==> config.mk <==
export PLATFORM = sky130hd
export DESIGN_NAME = compare_sched
export DESIGN_NICKNAME = d
export VERILOG_FILES = /design/src/rtl/compare_sched.sv
export SDC_FILE = /design/constraint.sdc
export NUM_CORES = 1
export LEC_CHECK = 0
export ABC_AREA = 0
export BUFFER_PORTS_ARGS = -buffer_cell sky130_fd_sc_hd__buf_4
export CORE_MARGIN = 1.5
export CORE_UTILIZATION = 45
export CTS_CLUSTER_DIAMETER = 150
export DETAILED_ROUTE_END_ITERATION = 16
export PLACE_DENSITY = 0.83
export REMOVE_ABC_BUFFERS = 1
export SLEW_MARGIN = 20
export SYNTH_ARGS = -nofsm -noshare
export SYNTH_HDL_FRONTEND = slang
export SYNTH_SLANG_ARGS = --single-unit
==> constraint.sdc <==
create_clock -name clk -period 1.5 [get_ports clk]
set_input_delay 0 -clock clk [delete_from_list [all_inputs] [get_ports clk]]
set_output_delay 0 -clock clk [all_outputs]
set_load 0.03 [all_outputs]
==> src/rtl/compare_sched.sv <==
// Shared bit-serial magnitude comparator: two requesters, round-robin grant,
// MSB-first cascade evaluation with optional early exit once the result is decided.
module compare_sched #(
    parameter int WIDTH      = 4,
    parameter bit EARLY_EXIT = 1'b1
) (
    input  logic             clk,
    input  logic             rst_n,
    input  logic [1:0]       req,
    input  logic [WIDTH-1:0] a0,
    input  logic [WIDTH-1:0] b0,
    input  logic [WIDTH-1:0] a1,
    input  logic [WIDTH-1:0] b1,
    output logic [1:0]       gnt,
    output logic             busy,
    output logic             done,
    output logic             done_id,
    output logic             gt,
    output logic             lt,
    output logic             eq
);
    localparam int IW = (WIDTH > 1) ? $clog2(WIDTH) : 1;

    typedef enum logic [1:0] {IDLE, RUN, DONE} state_t;

    state_t           state;
    logic             last;
    logic             owner;
    logic             g_st;
    logic             l_st;
    logic [WIDTH-1:0] opa;
    logic [WIDTH-1:0] opb;
    logic [IW-1:0]    idx;
    logic             win;
    logic             bit_a;
    logic             bit_b;
    logic             g_nx;
    logic             l_nx;
    logic             fin;

    // Contention goes to whoever was not granted last; a lone request always wins.
    always_comb begin
        win   = (req == 2'b11) ? ~last : req[1];
        gnt   = 2'b00;
        if (rst_n && state == IDLE && req != 2'b00)
            gnt = win ? 2'b10 : 2'b01;
        bit_a = opa[idx];
        bit_b = opb[idx];
        g_nx  = g_st | (~l_st & bit_a & ~bit_b);
        l_nx  = l_st | (~g_st & ~bit_a & bit_b);
        fin   = (idx == '0) || (EARLY_EXIT && (g_nx | l_nx));
        busy  = (state != IDLE);
        done  = (state == DONE);
    end

    always_ff @(posedge clk or negedge rst_n) begin
        if (!rst_n) begin
            state   <= IDLE;
            last    <= 1'b1;
            owner   <= 1'b0;
            g_st    <= 1'b0;
            l_st    <= 1'b0;
            opa     <= '0;
            opb     <= '0;
            idx     <= '0;
            done_id <= 1'b0;
            gt      <= 1'b0;
            lt      <= 1'b0;
            eq      <= 1'b0;
        end else begin
            case (state)
                IDLE: begin
                    if (req != 2'b00) begin
                        opa   <= win ? a1 : a0;
                        opb   <= win ? b1 : b0;
                        g_st  <= 1'b0;
                        l_st  <= 1'b0;
                        idx   <= IW'(WIDTH - 1);
                        owner <= win;
                        last  <= win;
                        state <= RUN;
                    end
                end
                RUN: begin
                    g_st <= g_nx;
                    l_st <= l_nx;
                    if (fin) begin
                        gt      <= g_nx;
                        lt      <= l_nx;
                        eq      <= ~g_nx & ~l_nx;
                        done_id <= owner;
                        state   <= DONE;
                    end else begin
                        idx <= idx - 1'b1;
                    end
                end
                DONE:    state <= IDLE;
                default: state <= IDLE;
            endcase
        end
    end
endmodule
[After elaboration in Yosys (flattened, before gate mapping)]
Index checks and enable logic that the tools add are counted.
Storage, ports and cells
  bits in registers: 20
  latch bits: 0
  memory bits (writable): 0
  bits in read-only memories: 0
  memories kept: 0
Cells by class
  add/sub/neg operators: 1
  multipliers: 0
  divide/modulo/power cells: 0
  order comparisons: 1
  eq/ne operators: 6
  shifts and indexed selects: 0
  mux-type cells: 18
  bitwise logic cells: 15
  reductions and logical operators: 13
Operator list (number)
  $mux 2: 6
  $mux 4: 2
  $pmux 2 s2: 2
  $reduce_and 2->1: 4
  $not 1->1: 7
  $reduce_bool 2->1: 3
  $and 1x1->1: 5
  $bmux 1 s2: 2
  $eq 2x2->1 const B: 2
  $logic_not 2->1: 2
  $mux 1: 4
  $ne 2x2->1 const B: 2
  $pmux 1 s2: 2
  $lt 2x3->1 const B: 1
  $or 1x1->1: 3
  $reduce_and 3->1: 1
  $eq 2x1->1 const B: 1
  $logic_and 1x1->1: 2
  $ne 2x1->1 const B: 1
  $sub 2x1->2 const B: 1
  $logic_or 1x1->1: 1

[Logic depth before layout (Yosys ltp)]
Gate-level depths: netlist of the first run.
  depth after elaboration: 10
  mapped depth: 5

[Least setup slack after synthesis of the first run]
OpenSTA, ideal clock, no wires.
  path type: reg2reg
  start: reg opa[0]
  end: reg done_id
  setup time: 0.125 ns
  arrival: 1.479 ns
  path slack: -0.104 ns
  stages on the path, launching flop included: 5
  path buffers: 0
  period minus slack after synthesis: 1.604 ns
  path through: dfrtp_1 > xnor2_1 > mux4_2 > a21boi_4 > mux2_4
On the way
  word-level cells in the longest chain between the ends: 9
  elaborated cells on any way between the ends: 12
  those cells by class: mux (2); bitwise (8); reduce/logical (2)
Ends and longest elaborated chain
  start: declaration: line 31  | logic [WIDTH-1:0] opa;
  start signal: assignment: line 74  | opa <= win ? a1 : a0;
  $bmux 1 s2 *: line 47  | bit_a = opa[idx];
  $mux 1 (not written as such) *: line 47
  $not 1->1: line 50  | l_nx = l_st | (~g_st & ~bit_a & bit_b);
  $and 1x1->1 (2 in series): line 50
  $or 1x1->1: line 50
  $or 1x1->1 *: line 51  | fin = (idx == '0) || (EARLY_EXIT && (g_nx | l_nx));
  $logic_or 1x1->1 *: line 51
  $reduce_and 2->1 (no source line) *
  end signal: assignment: line 91  | done_id <= owner;
  end: declaration: line 17  | output logic done_id,
Every way passes the cells marked *; elsewhere a longest branch is shown, timed or not. The select of a mux whose other input is x is not followed.
A chain may end at the register's enable or synchronous reset.

[Worst setup path after layout of the first run]
Same ends and word-level chain as after synthesis.

==> results of run 1 <==
per-layer routing:
metal / up-vias / GRT usage [%] / wire [µm] / share of wire (%)
li1: 457 / - / - / -
met1: 439 / 20.8 / 962 / 38
met2: 23 / 42.3 / 1430 / 57
met3: 4 / 2.98 / 70 / 2.8
met4: 0 / 13.1 / 43 / 1.7
met5: - / 0 / 0 / 0
final cells by class:
class,count,area (µm²)
clock inverters,1,30.0
repair buffers,62,509
well taps,28,35.0
multi-input cells,67,508
inverters,5,18.8
fillers,174,544
clock buffers,3,22.5
flip-flops and latches,20,502
timing repair:
action,4_1_cts,5_1_grt
setup endpoints to repair,8,11
hold endpoints to repair,26,0
buffers inserted,2,5
hold buffers,13,0
resized for setup,5,7
pin swaps,1,4
path summary, 6_finish.rpt:
check                           to  slack (ps)  cells after the start
setup / recovery           done_id        -170                      4
setup reg to reg           done_id        -170                      4
hold reg to reg              owner         540                      1
min in group asynchronous  done_id          90                      2
max in group asynchronous     last        1140                      2
hold / removal              opa[1]         -10                      3
cells in the mapped netlist, drive strengths merged (2+ instances only):
cell type / count / area [µm²]
mux4: 3 / 75.1
a21boi: 2 / 26.3
dfrtp: 19 / 475
nand2: 15 / 56.3
nor3b: 2 / 15.0
inv: 5 / 18.8
a21oi: 3 / 15.0
clkbuf: 2 / 7.51
xnor2: 4 / 35.0
o21ai: 13 / 65.1
mux2i: 10 / 100
nor2: 5 / 18.8
through the flow:
stage          power [µW]  instance area [µm²]  setup TNS, ps  hold WS, ps  utilization, %
2_1_floorplan        1940                 1010          -4350         -296               -
3_3_place_gp         2530                 1370           -185         -112            63.0
3_5_place_dp         2620                 1370           -578         -101            63.0
4_1_cts              3180                 1560           -674        0.270            72.0
5_1_grt              3590                 1630          -1620         7.51            74.9
6_report             3380                 1630           -733        -12.6            74.9
worst reg2reg max path, delay by kind of cell, from the launching register on:
family                    cells  cell delay [ps]
muxes                         2              850
DFF                           1              420
AOI/OAI and AO/OA             1              190
xor gates and xnor gates      1              120
cell families after synthesis:
logic type | share of synthesized area (%)
buffers and inverters | 3.06
adder cells (fa/ha/maj) | 1.23
XOR/XNOR | 3.43
AND/OR/NAND/NOR | 11.9
multiplexers | 18.6
AO/OA/AOI/OAI | 12.6
flip-flops | 49.1
power breakdown:
part | switching [µW] | leakage (µW) | internal [µW]
clock network | 183 | 0.0000279 | 270
registers | 209 | 0.000241 | 796
logic | 879 | 0.000542 | 1040
registers in the layout, summed over array words and instances (netlist names), 2 cells and up:
name / count
idx: 2
opb: 4
state: 2
opa: 4
==> Flow_metrics.wiki, run 1 <==
{| class="wikitable"
! Metric !! Value
|-
| Pin count of the biggest net entering global routing || 23
|-
| Diodes inserted || 0
|-
| Type of the worst setup path || reg -> reg
|-
| Failing checks || hold timing, setup timing
|-
| Number of global-route vias before repair || approximately 950
|-
| Clock sink total || 20
|-
| Num CTS Buffers || 3
|-
| Initial cell density of the core || a little under half
|-
| Commonest non-fill, non-tap cell in the layout || sky130_fd_sc_hd__buf_4
|-
| Gr usage total || roughly 22%
|-
| Post-route setup slack || -173 ps
|-
| Async set or reset register ratio after synthesis || 100%
|-
| Setup slack at placement || -160 ps
|-
| Count of vias placed by the detailed router || roughly 920
|-
| Average instance area after synthesis || 10.7 µm²
|-
| Synth Instances || 95
|-
| Growth of design area from synthesis to finish || 59.2%
|-
| Reg-to-reg startpoint || opa[0]
|-
| Path class of the lowest-slack min-delay path || in -> reg
|-
| F_max || between 0.5 and 0.6 GHz
|-
| Leakage power summed over all cells || between 0.0008 and 0.0009 µW
|-
| DRC violation total after the first TritonRoute iteration || 11
|-
| Floorplan Core Area || ~2200 µm²
|-
| Routed length per placed instance || about 13 µm
|-
| Slew HR || approximately 80%
|-
| Height of the chip || 50.6 µm
|-
| Worst Tran Pin Value || roughly 270 ps
|-
| Worst Hold Launch || a0[1]
|-
| Final number of hold-violating endpoints || 2
|-
| Cell area after synthesis || about 1000 µm²
|-
| Row count || 17
|-
| DR vias/cell || between 4 and 5
|-
| CP max FO || 3
|-
| Clock slew at the register clock pins of the worst setup and hold paths || around 120 ps
|-
| WL final || between 2000 and 3000 µm
|-
| Number of synthesized register bits || 20
|-
| Clk Latency, worst-skew pair || between 300 and 400 ps
|-
| Count of pins over their slew limit || 0
|-
| Residual DRC || 0
|-
| DP HPWL || 1680 µm
|-
| Critical path cell sequence || xnor2_1, mux4_2, a21boi_4, mux2_4
|-
| Fraction of final layout cells sized beyond drive strength 1 || 41.1%
|-
| Count of antenna-violating nets left after detailed routing || 0
|-
| Setup repair after global routing missed its margin || true
|-
| Proportion of synthesized chip area in sequential cells || 49.1%
|-
| Tcrit/Tclk final || 112%
|-
| Boundary Pins || 28
|-
| Die Wd || around 51 µm
|-
| Number of nets in the final layout || 180
|-
| Critical Path Slowest Stage Cell || sky130_fd_sc_hd__mux4_2
|-
| Port Buf Inserts || 27
|-
| Warnings, synthesis || 0
|-
| Worst clock skew on the final layout || ~2.2 ps
|-
| Maximum VDD drop || roughly 1.1 mV
|-
| Post-route non-filler standard cell count || between 150 and 200
|-
| TritonCTS clock tree || built
|-
| Total global routing overflow || 0
|-
| Shortest clock period the worst path allows after layout || between 1500 and 2000 ps
|-
| Crit path launch || opa[0]
|-
| Detailed Routing Iterations Pass 1 || 4
|-
| Type of destination of the critical path || flop
|-
| Number of enable-type register cells in the synthesized netlist || 0
|-
| CP required || ~1700 ps
|-
| Worst path buffer plus inverter count || 0
|-
| Gp weighted congestion || roughly 0.8
|-
| Startpoint type of the worst setup path || flop
|-
| Total Die Area || roughly 2600 µm²
|-
| Cell variety after synth || 28
|-
| Number of violations of the max-capacitance limit || 0
|-
| PwrDens || between 2000 and 2500 nW/µm²
|-
| Top FF cell, synth || sky130_fd_sc_hd__dfrtp_1
|-
| Maximum level of the CTS H-tree || 1
|-
| Result of the run || complete, but fails checks
|-
| Most used cells in the layout excluding fill and tap cells || sky130_fd_sc_hd__buf_4 (46), sky130_fd_sc_hd__dfrtp_1 (19), sky130_fd_sc_hd__nand2_1 (15), sky130_fd_sc_hd__dlygate4sd3_1 (13), sky130_fd_sc_hd__mux2i_1 (10)
|-
| Maximum clock insertion buffer count || 2
|-
| Antenna violations before repair || 0
|-
| Post-placement cell count || 163
|-
| Final setup violation count || 8
|-
| Clock Tree Root || sky130_fd_sc_hd__clkbuf_4
|-
| Final hold slack || -12.6 ps
|-
| First-pass GRT wire length || just over 4000 µm
|-
| Arrival time of data at the critical path endpoint || between 1500 and 2000 ps
|-
| Maximum cell stage delay along the critical path || about 530 ps
|-
| Worst path top cell family by delay || multiplexers
|}
Power figures use the tool's default switching activity.
==> inputs of run 2 (changes only) <==
--- a/config.mk
+++ b/config.mk
@@ -7,6 +7,7 @@
 export LEC_CHECK = 0
 export ABC_AREA = 0
 export BUFFER_PORTS_ARGS = -buffer_cell sky130_fd_sc_hd__buf_4
+export CORE_ASPECT_RATIO = 1.5
 export CORE_MARGIN = 1.5
 export CORE_UTILIZATION = 45
 export CTS_CLUSTER_DIAMETER = 150
==> run 2 against run 1 <==
Compared with the run above: register-to-register slack about the same; final area rose by 3.3%; largest power group unchanged; die area up 0.23%; the run still ends with hold timing, setup timing left; hold slack improved by 8.2 ps; setup slack got worse by 9.0 ps; core utilization up 5.9 points; first-iteration DRC count grew to 2.5 times the previous value; critical path depth is the same; largest cell class unchanged.
==> Flow_metrics.wiki, run 2 (synthesized netlist as in run 1, its figures left out) <==
{| class="wikitable"
! Metric !! Value
|-
| Number of violations of the max-capacitance limit || 0 (unchanged)
|-
| Failing checks || hold timing, setup timing
|-
| DR vias/cell || 5.15 (+3.7%)
|-
| Worst path top cell family by delay || multiplexers
|-
| Type of destination of the critical path || flop
|-
| Initial cell density of the core || 49.2% (+2.1 points)
|-
| Critical Path Slowest Stage Cell || sky130_fd_sc_hd__mux4_2
|-
| Path class of the lowest-slack min-delay path || in -> reg
|-
| Detailed Routing Iterations Pass 1 || 4 (unchanged)
|-
| Boundary Pins || 28 (unchanged)
|-
| Startpoint type of the worst setup path || flop
|-
| Die Wd || 41.9 µm (-17%)
|-
| Final hold slack || -4.43 ps (+8.16 ps)
|-
| Port Buf Inserts || 27 (unchanged)
|-
| Fraction of final layout cells sized beyond drive strength 1 || 42.5% (+1.4 points)
|-
| Pin count of the biggest net entering global routing || 23 (unchanged)
|-
| Gr usage total || 22.8% (+1.2 points)
|-
| Final setup violation count || 9 (+1)
|-
| Floorplan Core Area || 2080 µm² (-4.3%)
|-
| Slew HR || 82.0% (-0.12 points)
|-
| Count of antenna-violating nets left after detailed routing || 0 (unchanged)
|-
| Count of vias placed by the detailed router || 973 (+5.4%)
|-
| Clk Latency, worst-skew pair || 310 ps (about the same)
|-
| Maximum level of the CTS H-tree || 1 (unchanged)
|-
| F_max || 0.594 GHz (-0.54%)
|-
| Setup repair after global routing missed its margin || true
|-
| Final Core Density || 80.8% (+5.9 points)
|-
| Tcrit/Tclk final || 112% (+0.60 points)
|-
| Maximum VDD drop || 1.06 mV (-1.7%)
|-
| CP max FO || 2 (-1)
|-
| Critical path cell sequence || xnor2_1, mux4_2, a21boi_4, mux2_4
|-
| Type of the worst setup path || reg -> reg
|-
| Result of the run || complete, but fails checks
|-
| Residual DRC || 0 (unchanged)
|-
| Num CTS Buffers || 3 (unchanged)
|-
| Height of the chip || 61.3 µm (+21%)
|-
| Post-route non-filler standard cell count || 189 (+1.6%)
|-
| Sum Neg Setup Slack || -810 ps (-77.1 ps)
|-
| Final number of hold-violating endpoints || 2 (unchanged)
|-
| Growth of design area from synthesis to finish || 64.5%
|-
| TritonCTS clock tree || built
|-
| Routed length per placed instance || 14.5 µm (+7.8%)
|-
| Commonest non-fill, non-tap cell in the layout || sky130_fd_sc_hd__buf_4
|-
| First-pass GRT wire length || 4340 µm (+7.5%)
|-
| Worst path buffer plus inverter count || 0 (unchanged)
|-
| Most used cells in the layout excluding fill and tap cells || sky130_fd_sc_hd__buf_4 (52), sky130_fd_sc_hd__dfrtp_1 (19), sky130_fd_sc_hd__dlygate4sd3_1 (16), sky130_fd_sc_hd__nand2_1 (15), sky130_fd_sc_hd__mux2i_1 (9)
|-
| Number of nets in the final layout || 189 (+5.0%)
|-
| Total Die Area || 2570 µm² (+0.23%)
|-
| CP required || 1710 ps (about the same)
|-
| Diodes inserted || 0 (unchanged)
|-
| Post-placement cell count || 157 (-3.7%)
|-
| Number of global-route vias before repair || 1,015 (+6.4%)
|-
| Clock slew at the register clock pins of the worst setup and hold paths || 110 ps (about the same)
|-
| PwrDens || 2020 nW/µm² (-2.8%)
|-
| Shortest clock period the worst path allows after layout || 1680 ps (+9.01 ps)
|-
| Clock sink total || 20 (unchanged)
|-
| Fillcell total || 115 (-34%)
|-
| Worst Tran Pin Value || 270 ps (+1.86 ps)
|-
| Post-route setup slack || -182 ps (-9.01 ps)
|-
| Antenna violations before repair || 0 (unchanged)
|-
| Worst clock skew on the final layout || 1.61 ps (-0.561 ps)
|-
| Row count || 20 (+3)
|-
| Clock Tree Root || sky130_fd_sc_hd__clkbuf_4
|-
| Biggest regs || opa: 4 flops, opb: 4 flops
|-
| Gp weighted congestion || 0.829 (+3.2%)
|-
| DP HPWL || 1600 µm (-5.1%)
|-
| Maximum cell stage delay along the critical path || 520 ps (about the same)
|-
| Count of pins over their slew limit || 0 (unchanged)
|-
| DRC violation total after the first TritonRoute iteration || 28 (+17)
|-
| Maximum clock insertion buffer count || 2 (unchanged)
|-
| WL final || 2750 µm (+9.5%)
|-
| Leakage power summed over all cells || 0.000841 µW (+3.7%)
|-
| Arrival time of data at the critical path endpoint || 1900 ps (+20 ps)
|-
| Total global routing overflow || 0 (unchanged)
|}
[run 2: cell count changes in the layout (fill, tap and decap cells not counted), sizes merged]
cell	change
dlygate4sd3	+3
buf	+6
clkbuf	+1
bufinv	-1
[run 2: layout make-up]
class                   count  area [µm²]  share of cell area (%)
repair buffers             71         584                    34.8
multi-input cells          67         510                    30.4
flip-flops and latches     20         502                    29.9
clock buffers               4        36.3                    2.16
well taps                  22        27.5                    1.64
inverters                   5        18.8                    1.12
[run 2: what timing repair did]
action	CTS	global route
endpoints found under the hold margin	28	0
hold buffers	16	0
gates resized for setup	9	4
endpoints found under the setup margin	18	12
pin swaps	2	4
setup buffers	4	8
[run 2: where the power goes]
part	internal, µW	switching [µW]
clock	149	177
combinational	1130	933
sequential	797	210
[run 2: tightest hold or removal path: stages]
cell and delay (ps):
sky130_fd_sc_hd__buf_4 80, sky130_fd_sc_hd__mux2i_1 50, sky130_fd_sc_hd__o21ai_0 150
[run 2: metal layers]
| metal | vias to the layer above | share of wire (%) | track usage (%) |
|---|---|---|---|
| met5 | - | 0 | 0 |
| met4 | 0 | 3.2 | 10.6 |
| met3 | 7 | 3.3 | 3.81 |
| met2 | 31 | 55 | 43.8 |
| met1 | 462 | 38 | 24.3 |
| li1 | 473 | - | - |
[run 2: through the flow]
step / cell area (µm²) / worst slack (ps) / power [µW] / hold slack (ps)
2_1_floorplan: 1010 / -413 / 1940 / -296
3_3_place_gp: 1360 / -186 / 2550 / -108
3_5_place_dp: 1360 / -258 / 2630 / -104
4_1_cts: 1600 / -167 / 3160 / 4.62
5_1_grt: 1680 / -213 / 3630 / 13.5
6_report: 1680 / -182 / 3390 / -4.43
[run 2: final timing paths]
kind                       slack [ps]  cells past startpoint      end   start
min                                -4                      3   opb[1]   b1[1]
max                              -180                      4  done_id  opa[2]
min in group asynchronous         100                      2     l_st   rst_n
max reg2reg                      -180                      4  done_id  opa[2]
max in group asynchronous        1130                      2     last   rst_n
min reg2reg                       530                      2       lt      lt
